--- src/rtl/uart_pkg.sv ---
// Shared types and constants for the UART transmit path.
package uart_pkg;

    typedef enum logic [2:0] {
        IDLE,
        START,
        DATA,
        PARITY,
        STOP
    } tx_state_t;

    localparam logic        UART_IDLE_LEVEL = 1'b1;
    localparam int unsigned UART_DATA_BITS  = 8;

    function automatic logic even_parity(input logic [UART_DATA_BITS-1:0] data);
        return ^data;
    endfunction

endpackage

--- src/rtl/uart_tx_fifo.sv ---
// Byte FIFO feeding the UART transmitter; full/empty flags are registered.
module uart_tx_fifo
    import uart_pkg::*;
#(
    parameter int unsigned DEPTH = 4
) (
    input  logic                      clk,
    input  logic                      rst_n,
    input  logic                      push_i,
    input  logic [UART_DATA_BITS-1:0] wdata_i,
    input  logic                      pop_i,
    output logic [UART_DATA_BITS-1:0] rdata_c,
    output logic                      full_o,
    output logic                      empty_o
);

    localparam int unsigned AW = $clog2(DEPTH);
    localparam int unsigned PW = AW + 1;

    logic [UART_DATA_BITS-1:0] mem_q [DEPTH];
    logic [PW-1:0]             wr_ptr_q, wr_ptr_d;
    logic [PW-1:0]             rd_ptr_q, rd_ptr_d;
    logic                      full_q, empty_q;
    logic                      do_push, do_pop;

    assign do_push = push_i && !full_q;
    assign do_pop  = pop_i && !empty_q;

    always_comb begin
        wr_ptr_d = wr_ptr_q;
        rd_ptr_d = rd_ptr_q;
        if (do_push) wr_ptr_d = wr_ptr_q + PW'(1);
        if (do_pop)  rd_ptr_d = rd_ptr_q + PW'(1);
    end

    // Extra pointer MSB distinguishes full from empty when the indices match.
    always_ff @(posedge clk or negedge rst_n) begin
        if (!rst_n) begin
            wr_ptr_q <= '0;
            rd_ptr_q <= '0;
            full_q   <= 1'b0;
            empty_q  <= 1'b1;
        end else begin
            wr_ptr_q <= wr_ptr_d;
            rd_ptr_q <= rd_ptr_d;
            full_q   <= (wr_ptr_d[PW-1] != rd_ptr_d[PW-1]) &&
                        (wr_ptr_d[AW-1:0] == rd_ptr_d[AW-1:0]);
            empty_q  <= (wr_ptr_d == rd_ptr_d);
        end
    end

    always_ff @(posedge clk) begin
        if (do_push) mem_q[wr_ptr_q[AW-1:0]] <= wdata_i;
    end

    assign rdata_c = mem_q[rd_ptr_q[AW-1:0]];
    assign full_o  = full_q;
    assign empty_o = empty_q;

endmodule

--- src/rtl/uart_tx.sv ---
// UART transmitter: byte FIFO plus 8N1 framer, LSB first, back-to-back frames.
// Define UART_TX_PARITY_EN to insert an even parity bit (8E1).
module uart_tx
    import uart_pkg::*;
#(
    parameter int unsigned CLKS_PER_BIT = 104,
    parameter int unsigned FIFO_DEPTH   = 4
) (
    input  logic                      clk,
    input  logic                      rst_n,
    input  logic [UART_DATA_BITS-1:0] data_in,
    input  logic                      write_en,
    output logic                      ready,
    output logic                      tx_serial,
    output logic                      busy,
    output logic                      overflow
);

    localparam int unsigned CNT_W = $clog2(CLKS_PER_BIT);
    localparam int unsigned BIT_W = $clog2(UART_DATA_BITS);

    tx_state_t                 state_q, state_d;
    logic [CNT_W-1:0]          cnt_q, cnt_d;
    logic [BIT_W-1:0]          bit_q, bit_d;
    logic [UART_DATA_BITS-1:0] shift_q, shift_d;
    logic                      tx_q, tx_d;
    logic                      busy_q, overflow_q;

    logic                      fifo_full, fifo_empty, push, pop_c;
    logic [UART_DATA_BITS-1:0] fifo_rdata;
    logic                      baud_done, bit_last;

    assign push = write_en && !fifo_full;

    uart_tx_fifo #(
        .DEPTH (FIFO_DEPTH)
    ) u_fifo (
        .clk     (clk),
        .rst_n   (rst_n),
        .push_i  (push),
        .wdata_i (data_in),
        .pop_i   (pop_c),
        .rdata_c (fifo_rdata),
        .full_o  (fifo_full),
        .empty_o (fifo_empty)
    );

    assign baud_done = (cnt_q == CNT_W'(CLKS_PER_BIT - 1));
    assign bit_last  = (bit_q == BIT_W'(UART_DATA_BITS - 1));

    // Next-state, counters and line level; tx_d is the level for the current state.
    always_comb begin
        state_d = state_q;
        cnt_d   = baud_done ? '0 : cnt_q + CNT_W'(1);
        bit_d   = bit_q;
        shift_d = shift_q;
        tx_d    = UART_IDLE_LEVEL;
        pop_c   = 1'b0;
        unique case (state_q)
            IDLE: begin
                cnt_d = '0;
                if (!fifo_empty) begin
                    pop_c   = 1'b1;
                    shift_d = fifo_rdata;
                    state_d = START;
                end
            end
            START: begin
                tx_d = ~UART_IDLE_LEVEL;
                if (baud_done) begin
                    bit_d   = '0;
                    state_d = DATA;
                end
            end
            DATA: begin
                tx_d = shift_q[bit_q];
                if (baud_done) begin
                    bit_d = bit_q + BIT_W'(1);
                    if (bit_last) begin
`ifdef UART_TX_PARITY_EN
                        state_d = PARITY;
`else
                        state_d = STOP;
`endif
                    end
                end
            end
`ifdef UART_TX_PARITY_EN
            PARITY: begin
                tx_d = even_parity(shift_q);
                if (baud_done) state_d = STOP;
            end
`endif
            STOP: begin
                // Pop on the final stop cycle so the next start bit follows with no gap.
                if (baud_done) begin
                    if (!fifo_empty) begin
                        pop_c   = 1'b1;
                        shift_d = fifo_rdata;
                        state_d = START;
                    end else begin
                        state_d = IDLE;
                    end
                end
            end
            default: begin
                cnt_d   = '0;
                state_d = IDLE;
            end
        endcase
    end

    always_ff @(posedge clk or negedge rst_n) begin
        if (!rst_n) begin
            state_q    <= IDLE;
            cnt_q      <= '0;
            bit_q      <= '0;
            shift_q    <= '0;
            tx_q       <= UART_IDLE_LEVEL;
            busy_q     <= 1'b0;
            overflow_q <= 1'b0;
        end else begin
            state_q    <= state_d;
            cnt_q      <= cnt_d;
            bit_q      <= bit_d;
            shift_q    <= shift_d;
            tx_q       <= tx_d;
            busy_q     <= (state_q != IDLE) || !fifo_empty;
            overflow_q <= overflow_q || (write_en && fifo_full);
        end
    end

    assign ready     = !fifo_full;
    assign tx_serial = tx_q;
    assign busy      = busy_q;
    assign overflow  = overflow_q;

endmodule

--- config.mk ---
export PLATFORM = sky130hd
export DESIGN_NAME = uart_tx
export DESIGN_NICKNAME = d
export VERILOG_FILES = /design/src/rtl/uart_pkg.sv /design/src/rtl/uart_tx_fifo.sv /design/src/rtl/uart_tx.sv
export SDC_FILE = /design/constraint.sdc
export NUM_CORES = 1
export LEC_CHECK = 0
export ABC_AREA = 1
export BUFFER_PORTS_ARGS = -buffer_cell sky130_fd_sc_hd__buf_2
export CAP_MARGIN = 10
export CORE_MARGIN = 2
export CORE_UTILIZATION = 44
export DETAILED_ROUTE_END_ITERATION = 7
export GPL_ROUTABILITY_DRIVEN = 1
export SLEW_MARGIN = 30
export SYNTH_ARGS = -nofsm -noshare
export SYNTH_HDL_FRONTEND = slang
export SYNTH_SLANG_ARGS = --single-unit
--- constraint.sdc ---
create_clock -name clk -period 2.27 [get_ports clk]
set_input_delay 0.3405 -clock clk [delete_from_list [all_inputs] [get_ports clk]]
set_output_delay 0.3405 -clock clk [all_outputs]
set_load 0.05 [all_outputs]
==> impl_metrics.toml, run 1 <==
[min_path]
hold_class = "in2async"

[yosys]
syn_nets = 281
synth_seq_cells = 64
synthAdderAreaFrac_pct = 3.56
synth_compound_area_share_pct = 8.27
synthSimpleGateAreaFrac_pct = 15.4
synth_xor_area_share_pct = 1.24
yosysWarnings = 0
synth_top_family_by_area = "simple AND/OR/NAND/NOR gates"
synth.avg_cell_area_sq_um = 10.7
synthMuxAreaShare_pct = 3.20
synth.cell_area_sq_mm = 0.00281
synth_cell_types = 27
synthCells = 262
synth-seq-area-share_pct = 62.7

[power_and_ir_drop]
combPwrFrac_pct = 13.3
p_leak_uw = 0.00144
power_density_mw_per_mm2 = 932
power.switching_uw = 769
swShare_pct = 25.5
p_int_uw = 2240
pwr-share-seq_pct = 47.9
ir_drop_uv = 465
clkPwrFrac_pct = 38.9

[die]
die_x_um = 84.0
die_y_um = 84.0
dieArea_sq_mm = 0.00705
row_count = 29
ioPinCount = 15
initial_utilization_pct = 44.8
core_sq_mm = 0.00628

[layout]
syn2layout_area_growth_pct = 14.9
antenna_cells_inserted = 0
num-nets-final = 306
fillers = 578
final_common_cell = "nor2_1"
stdcell_area_sq_mm = 0.00323
layout-drive-gt1-share_pct = 17.8
most-common-layout-cells = "38 x nor2_1, 33 x inv_1, 33 x nand2_1"

[clocking]
cts_buffer_depth = 2
ctsHoldBuffers = 0
ctsRootBufferMaster = "clkbuf_8"
cts_buffers = 9
cts_resized = 0
clk-insertion-delay-late_ns = 0.34
htree_levels = 3
cts_setup_buffers = 0
clock_sinks = 64
clkTransAtPathRegs_ns = 0.07
cts_tree = "built"

[global_route]
grt_pass1_wl_um = 7980
antenna_found_initial = 0
grt_remaining_overflow = 0
grt_usage_pct = 15.0
grt_max_degree = 33
grt_pass1_vias = 1682

[sta]
period_minus_slack_ns = 1.63
maxClockFrequency_mhz = 614
rsz0062_at_grt = "no"
relSlewSlack_pct = 51.7
worst_pin_slew_ns = 0.724
drv_slew = 0
skew_ns = 0.00753
period_share_pct = 71.7
hold_violations = 0
setup_tns_ns = 0
final-setup-viol-count = 0

[detailed_routing]
routedWlPerCell_um = 13.1
drt_iter0_markers = 150
remaining_drc_errors = 0
via_per_inst = 4.87
drt_first_pass_iters = 4
vias = 1798
drt-total-wl_um = 4840
drtAntennaViolNets = 0

[place]
port_buffers = 14
place_congestion = 0.745
place_area_sq_mm = 0.00299
dp_hpwl_um = 3270

[setup_path]
cp_data_arrival_time_ns = 1.89
rrSetupSlack_ns = 0.64
crit_required_ns = 2.54
crit_path_start_kind = "flip-flop"
critical_path_class = "reg2reg"
cp-end-kind = "flip-flop"
critPathMaxFanout = 14

[status]
status = "complete, no violations"

[run]
cap_violations = 0
synth_stat cells:
master,count,area [sq um]
a21oi_1,3,15.0
nand2_2,2,12.5
nand4_1,1,6.26
o211ai_1,2,15.0
nand2_1,33,124
dfstp_2,2,52.6
nand3_1,18,90.1
edfxtp_1,32,961
ha_1,8,100
xor2_1,3,26.3
o21a_1,2,15.0
xnor2_1,1,8.76
nor2_1,38,143
a21o_1,1,7.51
clkinv_2,1,5.00
nor2_2,1,6.26
buf_2,2,10.0
dfrtp_1,30,751
nand2_4,2,22.5
nand3_2,1,10.0
o21ai_0,26,130
nor2_8,1,20.0
mux2_2,8,90.1
inv_1,33,124
buf_6,1,11.3
o22ai_1,8,50.1
clkbuf_1,2,7.51
cells by family after synthesis:
group / count (synthesis)
xor gates and xnor gates: 4
DFF: 64
and+or+nand+nor: 97
adders and majority gates: 8
buffers and inverters: 39
AOI/OAI and AO/OA: 42
muxes: 8
worst max-delay path, stage by stage, from the launching register on:
cell      delay, ns
dfrtp_1        0.41
ha_1           0.21
nand2_1        0.08
clkinv_2       0.08
nand3_2        0.10
nand2_4        0.09
nand2_4        0.17
nand2_1        0.09
nand2_1        0.08
nand2_1        0.05
nand2_1        0.08
inv_1          0.04
nor2_1         0.09
power groups by stage:
stage / Combinational [uW] / Clock, uW / Sequential [uW]
CTS: 412 / 1190 / 1440
global placement: 400 / 0 / 1460
global route: 460 / 1250 / 1450
finish: 400 / 1170 / 1440
floorplan: 253 / 0 / 1470
detailed placement: 412 / 0 / 1470
per-layer routing:
| layer | global-route usage (%) | routed length (um) | up-vias |
|---|---|---|---|
| li1 | - | - | 924 |
| met2 | 23.2 | 2200 | 29 |
| met3 | 3.26 | 175 | 12 |
| met5 | 0 | 0 | - |
| met4 | 8.94 | 161 | 0 |
| met1 | 19.3 | 2300 | 833 |
flip-flops by register name, summed over array words and instances, names as in the netlist:
| register | cells |
|---|---|
| bit_q | 3 |
| busy | 1 |
| cnt_q | 7 |
| overflow | 1 |
| shift_q | 8 |
| state_q | 3 |
| tx_serial | 1 |
| u_fifo.empty_o | 1 |
| u_fifo.full_o | 1 |
| u_fifo.mem_q | 32 |
| u_fifo.rd_ptr_q | 3 |
| u_fifo.wr_ptr_q | 3 |
cell type report:
class | instances | area [sq um] | share of cell area [%]
clock inverter | 7 | 119 | 3.68
tap | 77 | 96.3 | 2.98
sequential | 64 | 1760 | 54.6
multi-input combinational | 159 | 892 | 27.6
clock buffer | 9 | 124 | 3.83
inverter | 34 | 129 | 3.99
timing repair buffer | 19 | 108 | 3.33
worst paths after layout:
| path | startpoint | endpoint | depth (start not counted) |
|---|---|---|---|
| min | rst_n | state_q[1] | 1 |
| min in group clk | data_in[5] | u_fifo.mem_q[2][5] | 1 |
| max reg2reg | cnt_q[0] | u_fifo.full_o | 12 |
| max in group asynchronous | rst_n | u_fifo.full_o | 1 |
| max | cnt_q[0] | u_fifo.full_o | 12 |
| min reg2reg | overflow | overflow | 1 |
metrics by stage:
stage	util [%]	cells	setup slack, ns	hold WS [ns]	total power, uW
after floorplan	-	262	0.472	0.0449	1720
after global placement	47.6	353	0.684	0.434	1860
after detailed placement	47.6	353	0.626	0.440	1880
after CTS	51.5	369	0.620	0.0822	3050
after global routing	51.5	369	0.445	0.118	3170
final	51.5	369	0.643	0.0588	3010
(Power assumes the default switching activity.)
==> run 2, diff against run 1 <==
==> constraint.sdc (replaced) <==
create_clock -name clk -period 1.4 [get_ports clk]
set_input_delay 0.21 -clock clk [delete_from_list [all_inputs] [get_ports clk]]
set_output_delay 0.21 -clock clk [all_outputs]
set_load 0.05 [all_outputs]
==> run 2 against run 1 <==
  * The run now ends with negative setup slack left
  * Register-to-register slack lost 0.69 ns
  * Sequential share of layout area shrank 6.9 points
  * Global-route usage grew 1.6 points
  * Clock-buffer cell count is the same
  * Critical path depth shrank 1
  * Clock power grew 69%
  * Critical endpoint unchanged
  * Largest cell class unchanged
  * Highest routed layer unchanged
==> impl_metrics.toml, run 2 (synthesis results as in run 1) <==
[status]
status = "complete, but fails checks"
violations = "negative setup slack"

[die]
die_x_um = 84.0
ioPinCount = 15
initial_utilization_pct = 44.8
core_sq_mm = 0.00628
dieArea_sq_mm = 0.00705
die_y_um = 84.0
row_count = 29

[layout]
stdcell_count = 401
antenna_cells_inserted = 0
largest_reg_flops = 32
fillers = 524
most-common-layout-cells = "37 x nor2_1, 32 x edfxtp_1, 30 x dfrtp_1"
layout-drive-gt1-share_pct = 33.0
final_common_cell = "nor2_1"
syn2layout_area_growth_pct = 31.6
num-nets-final = 338

[place]
dp_cells = 379
dp_hpwl_um = 3440
port_buffers = 14
place_congestion = 0.746

[sta]
drv_slew = 0
period_share_pct = 104
period_minus_slack_ns = 1.45
hold_violations = 0
setup_ws_ns = -0.0521
final-setup-viol-count = 2
relSlewSlack_pct = 79.4
holdWs_ns = 0.0718
rsz0062_at_grt = "yes"
maxClockFrequency_mhz = 689
worst_pin_slew_ns = 0.309
skew_ns = 0.00631

[detailed_routing]
vias = 1986
drt-total-wl_um = 5310
drt_first_pass_iters = 5
drt_iter0_markers = 95
remaining_drc_errors = 0
routedWlPerCell_um = 13.2
drtAntennaViolNets = 0
via_per_inst = 4.95

[power_and_ir_drop]
power_density_mw_per_mm2 = 1380
p_leak_uw = 0.00167
ir_drop_uv = 870

[setup_path]
critPathMaxFanout = 6
cp-end-kind = "flip-flop"
critical_path_class = "reg2reg"
crit_path_start = "cnt_q[0]"
cp_data_arrival_time_ns = 1.73
crit_required_ns = 1.68
crit_path_start_kind = "flip-flop"
r2r-start = "cnt_q[0]"

[clocking]
ctsRootBufferMaster = "clkbuf_8"
cts_tree = "built"
clock_sinks = 64
clkTransAtPathRegs_ns = 0.08
clk-insertion-delay-late_ns = 0.35
cts_buffer_depth = 2
htree_levels = 3
cts_buffers = 9

[global_route]
grt_remaining_overflow = 0
grt_pass1_wl_um = 8880
antenna_found_initial = 0
grt_usage_pct = 16.6
grt_max_degree = 33
grt_pass1_vias = 1902

[run]
cap_violations = 0

[min_path]
hold_start = "data_in[2]"
hold_class = "in2reg"
==> run 2: cell count changes in the layout (fill, tap and decap cells not counted), sizes merged <==
cell | before | now
dlygate4sd3 | 0 | 1
clkinv | 3 | 2
inv | 34 | 35
buf | 19 | 49
nand2 | 37 | 38
==> run 2: final timing paths <==
path	end	slack [ns]	cells past startpoint
setup reg to reg	u_fifo.full_o	-0.05	11
min in group asynchronous	cnt_q[4]	0.34	3
hold reg to reg	overflow	0.46	1
hold / removal	u_fifo.mem_q[0][2]	0.07	1
setup / recovery	u_fifo.full_o	-0.05	11
max in group asynchronous	u_fifo.empty_o	0.81	3
==> run 2: layer usage <==
layer | GRT usage (%) | wire length (um)
met5 | 0 | 0
met4 | 7.92 | 114
met3 | 4.45 | 144
met2 | 26.5 | 2500
met1 | 21.1 | 2550
==> run 2: where the power goes <==
group / leakage [uW] / internal (uW) / total (uW) / switching, uW
clock: 0.000125 / 1200 / 1980 / 779
sequential: 0.000677 / 2240 / 2330 / 93.0
combinational: 0.000866 / 308 / 797 / 490
total: 0.00167 / 3750 / 5110 / 1360
==> run 2: cell type report <==
cell class / instances / area (sq um) / share of cell area (%)
Sequential cell: 64 / 1760 / 47.7
Clock buffer: 9 / 124 / 3.35
Tap cell: 77 / 96.3 / 2.60
Timing Repair Buffer: 50 / 394 / 10.6
Clock inverter: 7 / 125 / 3.38
Inverter: 34 / 136 / 3.68
Multi-Input combinational cell: 160 / 1060 / 28.7
==> run 2: critical path, stage by stage (launching register included) <==
cell,delay [ns]
dfrtp_1,0.38
ha_2,0.19
nand2_2,0.08
clkinv_4,0.05
nand3_4,0.08
nand2_8,0.08
buf_8,0.15
nand3_4,0.06
nand3_1,0.09
nand2_1,0.09
inv_1,0.04
nor2_1,0.09
==> run 2: per-stage QoR <==
step / instance area [sq um] / util [%] / TNS (ns) / worst slack, ns / total power (uW)
floorplan: 2850 / - / -2.97 / -0.119 / 2810
global placement: 3250 / 51.7 / -0.567 / -0.138 / 3130
detailed placement: 3250 / 51.7 / -0.862 / -0.166 / 3150
CTS: 3610 / 57.6 / -0.0919 / -0.0450 / 5150
global route: 3700 / 59.0 / -1.73 / -0.170 / 5370
finish: 3700 / 59.0 / -0.0944 / -0.0521 / 5110
==> run 2: timing repair <==
item / CTS / global route
gates resized for setup: 22 / 19
buffers inserted: 2 / 2
hold endpoints to repair: 30 / 0
gates cloned: 1 / 0
setup endpoints to repair: 12 / 26
pin swaps: 11 / 10
hold buffers: 1 / 0
